==> config.mk <==
export PLATFORM = sky130hd
export DESIGN_NAME = serial_add_ctrl
export DESIGN_NICKNAME = d
export VERILOG_FILES = /design/src/rtl/serial_add_pkg.sv /design/src/rtl/add_slice3.sv /design/src/rtl/serial_add_ctrl.sv
export SDC_FILE = /design/constraint.sdc
export NUM_CORES = 1
export LEC_CHECK = 0
export ABC_AREA = 1
export ABC_CLOCK_PERIOD_IN_PS = 3280
export CAP_MARGIN = 20
export CORE_MARGIN = 4
export CORE_UTILIZATION = 54
export DETAILED_ROUTE_END_ITERATION = 16
export GPL_TIMING_DRIVEN = 0
export PLACE_DENSITY = 0.84
export SETUP_SLACK_MARGIN = 0.05
export SLEW_MARGIN = 20
export SYNTH_ARGS = -nofsm -noshare
export SYNTH_HDL_FRONTEND = slang
export SYNTH_HIERARCHICAL = 1
export SYNTH_SLANG_ARGS = --single-unit
==> constraint.sdc <==
create_clock -name clk -period 3.28 [get_ports clk]
set_clock_uncertainty 0.2 [all_clocks]
set_input_delay 0.656 -clock clk [delete_from_list [all_inputs] [get_ports clk]]
set_output_delay 0.656 -clock clk [all_outputs]
set_load 0.01 [all_outputs]
==> src/rtl/serial_add_pkg.sv <==
// Shared types and constants for the chunk-serial adder controller.
// One 3-bit slice is reused every cycle, so CHUNK fixes the operand step.
package serial_add_pkg;

    localparam int CHUNK = 3;

    typedef enum logic [1:0] {
        IDLE,
        RUN,
        DONE
    } add_state_t;

endpackage

==> src/rtl/add_slice3.sv <==
// Combinational 3-bit ripple-carry adder slice built from per-bit full adders.
module add_slice3 (
    input  logic [2:0] a,
    input  logic [2:0] b,
    input  logic       c_in,
    output logic [2:0] sum,
    output logic       c_out
);

    logic [3:0] carry;

    // Ripple the carry through three full adders, LSB first.
    always_comb begin
        carry    = '0;
        sum      = '0;
        carry[0] = c_in;
        for (int i = 0; i < 3; i++) begin
            sum[i]       = a[i] ^ b[i] ^ carry[i];
            carry[i + 1] = (a[i] & b[i]) | (carry[i] & (a[i] ^ b[i]));
        end
    end

    assign c_out = carry[3];

endmodule

==> src/rtl/serial_add_ctrl.sv <==
// WIDTH-bit adder that reuses one 3-bit slice, one chunk per clock, LSB chunk first.
// The carry is held in a flop between chunks; result and carry-out are registered.
module serial_add_ctrl
    import serial_add_pkg::*;
#(
    parameter int WIDTH = 12
) (
    input  logic             clk,
    input  logic             rst,
    input  logic             start,
    input  logic [WIDTH-1:0] a,
    input  logic [WIDTH-1:0] b,
    input  logic             c_in,
    output logic             busy,
    output logic             done,
    output logic [WIDTH-1:0] sum,
    output logic             c_out
);

    localparam int NCHUNK = WIDTH / CHUNK;
    localparam int CNTW   = (NCHUNK > 1) ? $clog2(NCHUNK) : 1;
    localparam logic [CNTW-1:0] LAST = CNTW'(NCHUNK - 1);

    generate
        if (WIDTH < CHUNK || (WIDTH % CHUNK) != 0) begin : g_bad_width
            $error("serial_add_ctrl: WIDTH must be a positive multiple of 3");
        end
    endgenerate

    add_state_t       state_q, state_d;
    logic [WIDTH-1:0] a_q, a_d;
    logic [WIDTH-1:0] b_q, b_d;
    logic [WIDTH-1:0] sum_q, sum_d;
    logic             carry_q, carry_d;
    logic             cout_q, cout_d;
    logic [CNTW-1:0]  cnt_q, cnt_d;

    logic [2:0]       sliceSum;
    logic             sliceCout;
    logic [WIDTH-1:0] sumShift;

    add_slice3 u_slice (
        .a     (a_q[2:0]),
        .b     (b_q[2:0]),
        .c_in  (carry_q),
        .sum   (sliceSum),
        .c_out (sliceCout)
    );

    // New chunks enter at the top so the LSB chunk ends up at bit 0 after NCHUNK shifts.
    generate
        if (WIDTH == CHUNK) begin : g_single
            assign sumShift = sliceSum;
        end else begin : g_multi
            assign sumShift = {sliceSum, sum_q[WIDTH-1:CHUNK]};
        end
    endgenerate

    always_comb begin
        state_d = state_q;
        a_d     = a_q;
        b_d     = b_q;
        sum_d   = sum_q;
        carry_d = carry_q;
        cout_d  = cout_q;
        cnt_d   = cnt_q;
        case (state_q)
            IDLE: begin
                if (start) begin
                    a_d     = a;
                    b_d     = b;
                    carry_d = c_in;
                    cnt_d   = '0;
                    sum_d   = '0;
                    state_d = RUN;
                end
            end
            RUN: begin
                sum_d   = sumShift;
                a_d     = a_q >> CHUNK;
                b_d     = b_q >> CHUNK;
                carry_d = sliceCout;
                cnt_d   = cnt_q + 1'b1;
                if (cnt_q == LAST) begin
                    cout_d  = sliceCout;
                    state_d = DONE;
                end
            end
            DONE:    state_d = IDLE;
            default: state_d = IDLE;
        endcase
    end

    always_ff @(posedge clk) begin
        if (rst) begin
            state_q <= IDLE;
            a_q     <= '0;
            b_q     <= '0;
            sum_q   <= '0;
            carry_q <= 1'b0;
            cout_q  <= 1'b0;
            cnt_q   <= '0;
        end else begin
            state_q <= state_d;
            a_q     <= a_d;
            b_q     <= b_d;
            sum_q   <= sum_d;
            carry_q <= carry_d;
            cout_q  <= cout_d;
            cnt_q   <= cnt_d;
        end
    end

    assign busy  = (state_q != IDLE);
    assign done  = (state_q == DONE);
    assign sum   = sum_q;
    assign c_out = cout_q;

endmodule
# ---- Word-level counts from Yosys, hierarchy flattened
# Cells that the tools add are included.
dict set report classes {
  n_addsub 1
  eq_ne 5
  mux 13
  n_bitwise 15
  n_reduce_logical 6
}
# cell count
set op_table {}
lappend op_table {{12-bit one-hot mux with 2 select lines} 3}
lappend op_table {{12-bit 2-to-1 mux} 3}
lappend op_table {{2-bit one-hot mux with 2 select lines} 2}
lappend op_table {{1-bit bitwise AND} 6}
lappend op_table {{2-bit 2-to-1 mux} 3}
lappend op_table {{2-bit AND reduction} 3}
lappend op_table {{1-bit bitwise XOR} 6}
lappend op_table {{2-bit equality test (second input constant)} 2}
lappend op_table {{2-bit != test (second input constant)} 2}
lappend op_table {{2-bit nonzero test} 2}
lappend op_table {{1-bit OR} 3}
lappend op_table {{2-bit by 1-bit adder with 2-bit output (second input constant)} 1}
lappend op_table {{2-bit by 1-bit equality test with 1-bit output (second input constant)} 1}
lappend op_table {{2-bit logical NOT} 1}
lappend op_table {{1-bit one-hot mux with 2 select lines} 1}
lappend op_table {{1-bit 2-to-1 mux} 1}
dict set report word_totals {
  reg_bits 42
  word_cells 47
}

# ---- Logic depth before layout (Yosys ltp)
dict set report depth {
  ltp_word 8
  ltp_mapped 11
  ltp_nobuf 11
}

# ---- By module
# Netlist, hierarchy kept.
# module n_inst cells_per_inst area_each_um2 seq_area_each_um2
set modules_own_cells {}
lappend modules_own_cells {serial_add_ctrl 1 296 1963.1 840.8}
lappend modules_own_cells {add_slice3 1 13 97.6 0.0}

# ---- Least setup slack after synthesis
# Ideal clock, no wire load.
dict set report synth_path {
  path_kind {reg-to-reg}
  startpoint {register a_q[0]}
  endpoint {register sum_q[11], in the netlist sum[11]}
  arrival_ps 1604
  required_time_ps 2948
  setup_slack_ps 1343
  path_stages_with_launch 10
  n_path_buf 0
  synth_period_minus_slack_ps 1937
  path_cell_list {dfxtp_1 -> inv_1 -> fa_1 -> inv_1 -> fa_1 -> inv_1 -> fa_1 -> inv_1 -> nand2_1 -> a21oi_1}
}
dict set report synth_via {
  elab_chain_len 7
  word_cells_on_any_way 8
  cone_classes {1 x mux; 7 x bitwise}
}
# element line
set synth_rtl {}
lappend synth_rtl {{from (decl)} serial_add_ctrl.sv:31} ;# logic [WIDTH-1:0] a_q, a_d;
lappend synth_rtl {{from (signal assigned)} serial_add_ctrl.sv:97} ;# a_q <= '0;
lappend synth_rtl {{from (signal assigned)} serial_add_ctrl.sv:105} ;# a_q <= a_d;
lappend synth_rtl {{1-bit bitwise XOR} add_slice3.sv:19} ;# carry[i + 1] = (a[i] & b[i]) | (carry[i] & (a[i] ^ b[i]));
lappend synth_rtl {{1-bit bitwise AND} add_slice3.sv:19}
lappend synth_rtl {{1-bit OR *} add_slice3.sv:19}
lappend synth_rtl {{1-bit bitwise AND *} add_slice3.sv:19}
lappend synth_rtl {{1-bit OR *} add_slice3.sv:19}
lappend synth_rtl {{1-bit bitwise XOR *} add_slice3.sv:18} ;# sum[i] = a[i] ^ b[i] ^ carry[i];
lappend synth_rtl {{named net sliceSum[2]} serial_add_ctrl.sv:38} ;# logic [2:0] sliceSum;
lappend synth_rtl {{12-bit one-hot mux with 2 select lines *} serial_add_ctrl.sv:67} ;# case (state_q)
lappend synth_rtl {{to (signal assigned)} serial_add_ctrl.sv:107} ;# sum_q <= sum_d;
lappend synth_rtl {{to (decl)} serial_add_ctrl.sv:33} ;# logic [WIDTH-1:0] sum_q, sum_d;
# Mark *: on every way through the listed nets, which the timed path passes. The rest lies on a longest branch.
# A chain may end at the register's enable or synchronous reset.

# ---- Worst setup path in the final report
dict set report layout_path {
  startpoint {register state_q[0]}
  endpoint {output port busy}
}
dict set report layout_via {
  elab_chain_len 1
}
# element line
set layout_rtl {}
lappend layout_rtl {{from (decl)} serial_add_ctrl.sv:30} ;# add_state_t state_q, state_d;
lappend layout_rtl {{from (signal assigned)} serial_add_ctrl.sv:104} ;# state_q <= state_d;
lappend layout_rtl {{2-bit nonzero test} serial_add_ctrl.sv:114} ;# assign busy = (state_q != IDLE);
lappend layout_rtl {{to (decl)} serial_add_ctrl.sv:14} ;# output logic busy,
# No other way between the ends.

==> results.ini <==
[status]
status = finished, final reports clean

[yosys]
synth-seq-cells = 42
synth-edff-count = 0
async_reset_ff_share_pct = 0
synth_cell_type_count = 19
synth_nets = 341
synth.avg_cell_area_um2 = 6.669
yosys_warnings = 6
syn_area_mm2 = 0.002061
synth_ff_type = dfxtp_1
yosysSeqAreaShare_pct = 40.80
syn-instance-count = 309

[worst_hold_path]
hp-class = reg2reg
min_path_cells = 2
hold_start = sum[2]
hold_path_end = sum[2]

[timing]
tightestPinTransition_ns = 0.5398
setup_viol = 0
hold_viol_final = 0
clock.fmax_mhz = 384.8
fin_crit_ns = 2.599
relSlewSlack_pct = 63.88
rsz0062_at_grt = no
whs_ns = 0.2662
fin_crit_sh_pct = 79.22
finalSetupTns_ns = 0
final_max_slew_viol_count = 0

[worst_setup_path]
crit_start = state_q[0]
endpoint_kind = output port
reg2reg_depth = 11
required_ns = 2.42
arrival_ns = 1.74
crit_path_max_fanout = 7
critPathKind = reg2out
rrSetupSlack_ns = 1.19
critPathLaunchType = register
rr_startpoint = a_q[0]
r2r-end = carry_q

[cells_and_area]
drive_gt1_share_pct = 8.659
layout_common_cells = 112 x nand2_1, 59 x inv_1, 42 x dfxtp_1
area_delta_synth_final_pct = 28.17
layout.nets = 389
num_antenna_cells = 0
mostFrequentLayoutCell = nand2_1

[power_and_ir_drop]
p_leak_uw = 0.001208
ir_worst_vdd_mv = 0.3384
p_per_area_mw_per_mm2 = 447.8

[clocking]
clock-sinks = 42
cts_hold_buf = 0
path_clk_slew_ns = 0.08
htree_levels = 2
root_buffer = clkbuf_8
cts_setup_buffers = 0
cts_tree = done
cts_resized = 0
clockBufferDepth = 2
worstSkewPairLatency_ns = 0.29
cts_buffers = 5

[place]
gp_congestion = 0.7566
io_buffer_count = 41
place_hpwl_mm = 3.339

[die]
die_h_um = 69.78
rows = 22
fp.dieW_um = 69.78
dieArea_mm2 = 0.004869
io_pins = 43
start_util_pct = 56.29
core_mm2 = 0.003661

[drt]
first_iter_violations = 171
viasPerCell = 4.729
drt_first_pass_iters = 4
drt-wirelength-per-cell_um = 11.27
postRouteAntennaNets = 0
routed-via-count = 1920
totalWireLength_mm = 4.577
drc = 0

[global_route]
antenna_found_initial = 0
grt_pass1_vias = 1955
grt_usage_pct = 20.73
grt_pass1_wl_mm = 8.293
grt_overflow_total = 0
grt_max_degree = 14

[job]
maxCapViolCount = 0

## through the flow
stage,instance area [um^2],worst slack (ns),instances,util [%],total power (uW)
6_report,2641,0.6815,406,72.15,1183
5_1_grt,2641,0.5671,406,72.15,1245
4_1_cts,2641,0.6428,406,72.15,1189
3_5_place_dp,2531,0.9612,398,69.14,787.2
3_3_place_gp,2531,1.033,398,69.14,780.6
2_1_floorplan,2061,1.343,309,-,708.5
## cells by family after synthesis
family                     synth area share, %
AOI/OAI and AO/OA                        12.33
adders and majority gates                3.522
buffers and inverters                    15.85
DFF                                      40.80
and+or+nand+nor                          27.50
## cell usage after synthesis, types with 3 or more instances
library cell,count,area [um^2]
buf_4,5,37.54
fa_1,3,60.06
buf_2,3,15.01
dfxtp_1,42,840.8
nand3_1,7,35.03
clkbuf_1,6,22.52
nand2_1,112,420.4
nor2_1,25,93.84
a21oi_2,10,87.58
a21oi_1,29,145.1
inv_1,59,221.5
## layer usage
layer | GRT usage [%] | part of all wire (%) | vias up
met1 | 23.57 | 44 | 869
li1 | - | - | 998
met5 | 0 | 0 | -
met2 | 37.78 | 50 | 46
met3 | 4.203 | 4.5 | 7
met4 | 7.660 | 1.6 | 0
## area by class of cell
type | count | area [um^2]
Buffer | 16 | 101.3
Clock buffer | 6 | 72.57
Clock inverter | 2 | 37.54
Fill cell | 319 | 1020
Inverter | 60 | 225.2
Multi-Input combinational cell | 191 | 893.4
Sequential cell | 42 | 840.8
Tap cell | 48 | 60.06
Timing Repair Buffer | 41 | 410.4
## state kept, by name, summed over array words and instances (netlist names)
name,count
sum,12
state_q,2
b_q,12
a_q,12
cnt_q,2
c_out,1
carry_q,1
## critical path: stages, from the launching register on
cell and delay [ns]:
dfxtp_1 0.31, buf_4 0.16, nor2_1 0.42, inv_1 0.08, clkdlybuf4s50_1 0.49
## power by group
group          leakage [uW]  internal (uW)  switching, uW
combinational      0.000811           99.3            121
sequential         0.000345            542           14.5
clock             0.0000514            227            179
## worst max path at each step
stage	endpoint	slack [ns]	cells past startpoint
floorplan	sum[11]	1.34	9
global placement	done	1.03	4
detailed placement	busy	0.96	4
CTS	busy	0.64	4
global route	busy	0.57	4
finish	busy	0.68	4
Power figures use the tool's default switching activity.
==> variant (same settings) <==
Register the inputs `start`, `a`, `b` and `c_in` before use, cleared by the reset. The logic sees them one clock later. Comments in the files are not updated.
--- a/src/rtl/serial_add_ctrl.sv
+++ b/src/rtl/serial_add_ctrl.sv
@@ -20,6 +20,25 @@
     localparam int NCHUNK = WIDTH / CHUNK;
     localparam int CNTW   = (NCHUNK > 1) ? $clog2(NCHUNK) : 1;
     localparam logic [CNTW-1:0] LAST = CNTW'(NCHUNK - 1);
+
+    logic start_q;
+    logic [WIDTH-1:0] a_r;
+    logic [WIDTH-1:0] b_r;
+    logic c_q;
+
+    always_ff @(posedge clk) begin
+        if (rst) begin
+            start_q <= '0;
+            a_r     <= '0;
+            b_r     <= '0;
+            c_q     <= '0;
+        end else begin
+            start_q <= start;
+            a_r     <= a;
+            b_r     <= b;
+            c_q     <= c_in;
+        end
+    end
 
     generate
         if (WIDTH < CHUNK || (WIDTH % CHUNK) != 0) begin : g_bad_width
@@ -66,10 +85,10 @@
         cnt_d   = cnt_q;
         case (state_q)
             IDLE: begin
-                if (start) begin
-                    a_d     = a;
-                    b_d     = b;
-                    carry_d = c_in;
+                if (start_q) begin
+                    a_d     = a_r;
+                    b_d     = b_r;
+                    carry_d = c_q;
                     cnt_d   = '0;
                     sum_d   = '0;
                     state_d = RUN;
Check against the original RTL: not equivalent (Yosys sat finds a counterexample within 4 cycles, from zero or initial values and one cycle with rst high).
==> variant against the unedited design <==
Final area increased by 29%. Global-route usage decreased by 1.6 points. Total power increased by 44%. Setup slack got worse by 0.027 ns. Via count increased by 21%. Synthesized area increased by 33%. Non-clock buffer count increased by 5. Sequential cell count increased by 26. Count of clock-buffer cells in the layout increased by 8. Wire length increased by 18%. Highest routed layer unchanged.
==> variant: results (changes against the unedited design) <==
GRT
The overall global routing resource usage is 19.1% (was 20.7%). The number of antenna violations at the first check in global routing is 0 (unchanged). The via count of the first global-routing pass came to 2,127 (was 1,955). The largest net degree at the start of global routing is 11 (was 14). The wire length of the first global-routing pass was 9.22 mm (was 8.29 mm).

CTS
The maximum level of the CTS H-tree is 3 (was 2). The CTS buffer count is 9 (was 5). The maximum clock insertion buffer count is 2 (unchanged). The CTS root buffer is sky130_fd_sc_hd__clkbuf_8 (unchanged). The clock latency on the worst-skew pair is 0.34 ns (was 0.29 ns).

Detailed routing
The mean routed wirelength per cell came to 10.5 um (was 11.3 um). The detail-routed via count per cell is 4.50 (was 4.73). The number of DRC markers after the initial detailed-route iteration is 195 (was 171).

Min path
The path type of the worst min-delay path is register to register (unchanged). The instance count along the most critical hold path is 2 (unchanged).

STA
The number of endpoints failing setup at the final stage was 0 (unchanged). The shortest clock period the worst path allows after layout is 2.63 ns (was 2.60 ns). The transition at the pin with the smallest max-transition slack is 0.570 ns (was 0.540 ns).

Synth
The post-synthesis cell count is 391 (was 309). The total nets after synthesis was 423 (was 341). Largest cells by area after synthesis: sky130_fd_sc_hd__dfxtp_1 (50%), sky130_fd_sc_hd__nand2_1 (15%), sky130_fd_sc_hd__inv_1 (12%), sky130_fd_sc_hd__nor2_1 (7.4%), sky130_fd_sc_hd__a21oi_1 (6.9%) (was sky130_fd_sc_hd__dfxtp_1 (41%), sky130_fd_sc_hd__nand2_1 (20%), sky130_fd_sc_hd__inv_1 (11%), sky130_fd_sc_hd__a21oi_1 (7.0%), sky130_fd_sc_hd__nor2_1 (4.6%)). The post-synthesis cell type count is 16 (was 19). The sequential share of the synthesized area is 49.7% (was 40.8%).

The commonest register cell after synthesis is sky130_fd_sc_hd__dfxtp_1 (unchanged). Most numerous cell types in the synthesized netlist: sky130_fd_sc_hd__nand2_1 (111), sky130_fd_sc_hd__inv_1 (85), sky130_fd_sc_hd__dfxtp_1 (68), sky130_fd_sc_hd__nor2_1 (54), sky130_fd_sc_hd__a21oi_1 (38) (was sky130_fd_sc_hd__nand2_1 (112), sky130_fd_sc_hd__inv_1 (59), sky130_fd_sc_hd__dfxtp_1 (42), sky130_fd_sc_hd__a21oi_1 (29), sky130_fd_sc_hd__nor2_1 (25)).

Setup path
The setup slack of the worst register-to-register path is 1.25 ns (was 1.19 ns). The worst endpoint data arrival time came to 1.77 ns (was 1.74 ns). The largest fanout on the critical path was 10 (was 7).

Outcome
Run status: complete, no violations (unchanged).

Placement
The number of placed cells counting well taps came to 500 (was 398). The number of buffers added on ports is 42 (was 41). The final weighted congestion of routability-driven global placement is 0.817 (was 0.757). The post-detailed-placement half-perimeter wirelength is 3.70 mm (was 3.34 mm).

Pwr
The worst-case vdd ir drop came to 329 uV (was 338 uV). The leakage power of the design is 1.64 nW (was 1.21 nW).

Cells and area
The number of nets at the end of the flow is 476 (was 389). The count of non-filler cells in the finished layout is 516 (was 406). The fraction of layout cells with a size suffix above 1 is 6.24% (was 8.66%).

The number of antenna diodes is 0 (unchanged). The number of fill cells is 426 (was 319).
variant: changes by cell type in the layout (fill, tap and decap cells not counted), sizes merged, moves of 2 or more:
| cell | unedited run | this run |
|---|---|---|
| nor2 | 26 | 54 |
| dfxtp | 42 | 68 |
| inv | 60 | 87 |
| buf | 10 | 16 |
| clkbuf | 12 | 18 |
| clkinv | 0 | 2 |
| nand2 | 113 | 111 |
variant: layout make-up:
type | count | area, sq um | area share [%]
well taps | 67 | 83.8 | 2.46
plain buffers | 20 | 115 | 3.38
repair buffers | 42 | 420 | 12.3
multi-input cells | 216 | 938 | 27.5
flip-flops and latches | 68 | 1360 | 39.9
clock inverters | 2 | 10.0 | 0.294
clock buffers | 14 | 153 | 4.48
inverters | 87 | 327 | 9.58
variant: kinds of logic after synthesis:
logic type | synth area share [%]
simple gates | 23.7
fa+ha+maj | 2.65
buf+inv | 16.1
compound gates | 7.90
flops | 49.7
variant: critical path, stage by stage (launching register included):
cell and delay, ns:
sky130_fd_sc_hd__dfxtp_1 0.31, sky130_fd_sc_hd__buf_4 0.14, sky130_fd_sc_hd__clkbuf_1 0.37, sky130_fd_sc_hd__nor2_1 0.12, sky130_fd_sc_hd__clkdlybuf4s50_1 0.50
variant: path summary, 6_finish.rpt:
path              startpoint  endpoint
setup / recovery  state_q[0]      done
hold / removal        sum[1]    sum[1]
setup reg to reg      a_q[0]   carry_q
hold reg to reg       sum[1]    sum[1]
variant: report_power, final:
part,total (mW),switching (mW),internal (mW)
sequential,0.889,0.0171,0.872
combinational,0.229,0.128,0.100
clock,0.582,0.289,0.294
variant: metal layers:
layer | vias to the layer above | wire length [um] | track usage (%)
li1 | 1227 | - | -
met1 | 1021 | 2380 | 21.9
met2 | 68 | 2650 | 32.5
met3 | 7 | 298 | 6.24
met4 | 0 | 72 | 8.59
met5 | - | 0 | 0
variant: per-stage QoR:
stage	total power [mW]	hold slack (ns)	worst slack, ns	area (sq um)	utilization, %
final	1.70	0.260	0.654	3410	70.8
after global routing	1.78	0.287	0.538	3410	70.8
after CTS	1.71	0.263	0.653	3410	70.8
after detailed placement	1.13	0.253	0.964	3250	67.4
after global placement	1.13	0.248	1.02	3250	67.4
after floorplan	1.06	0.240	1.36	2740	-
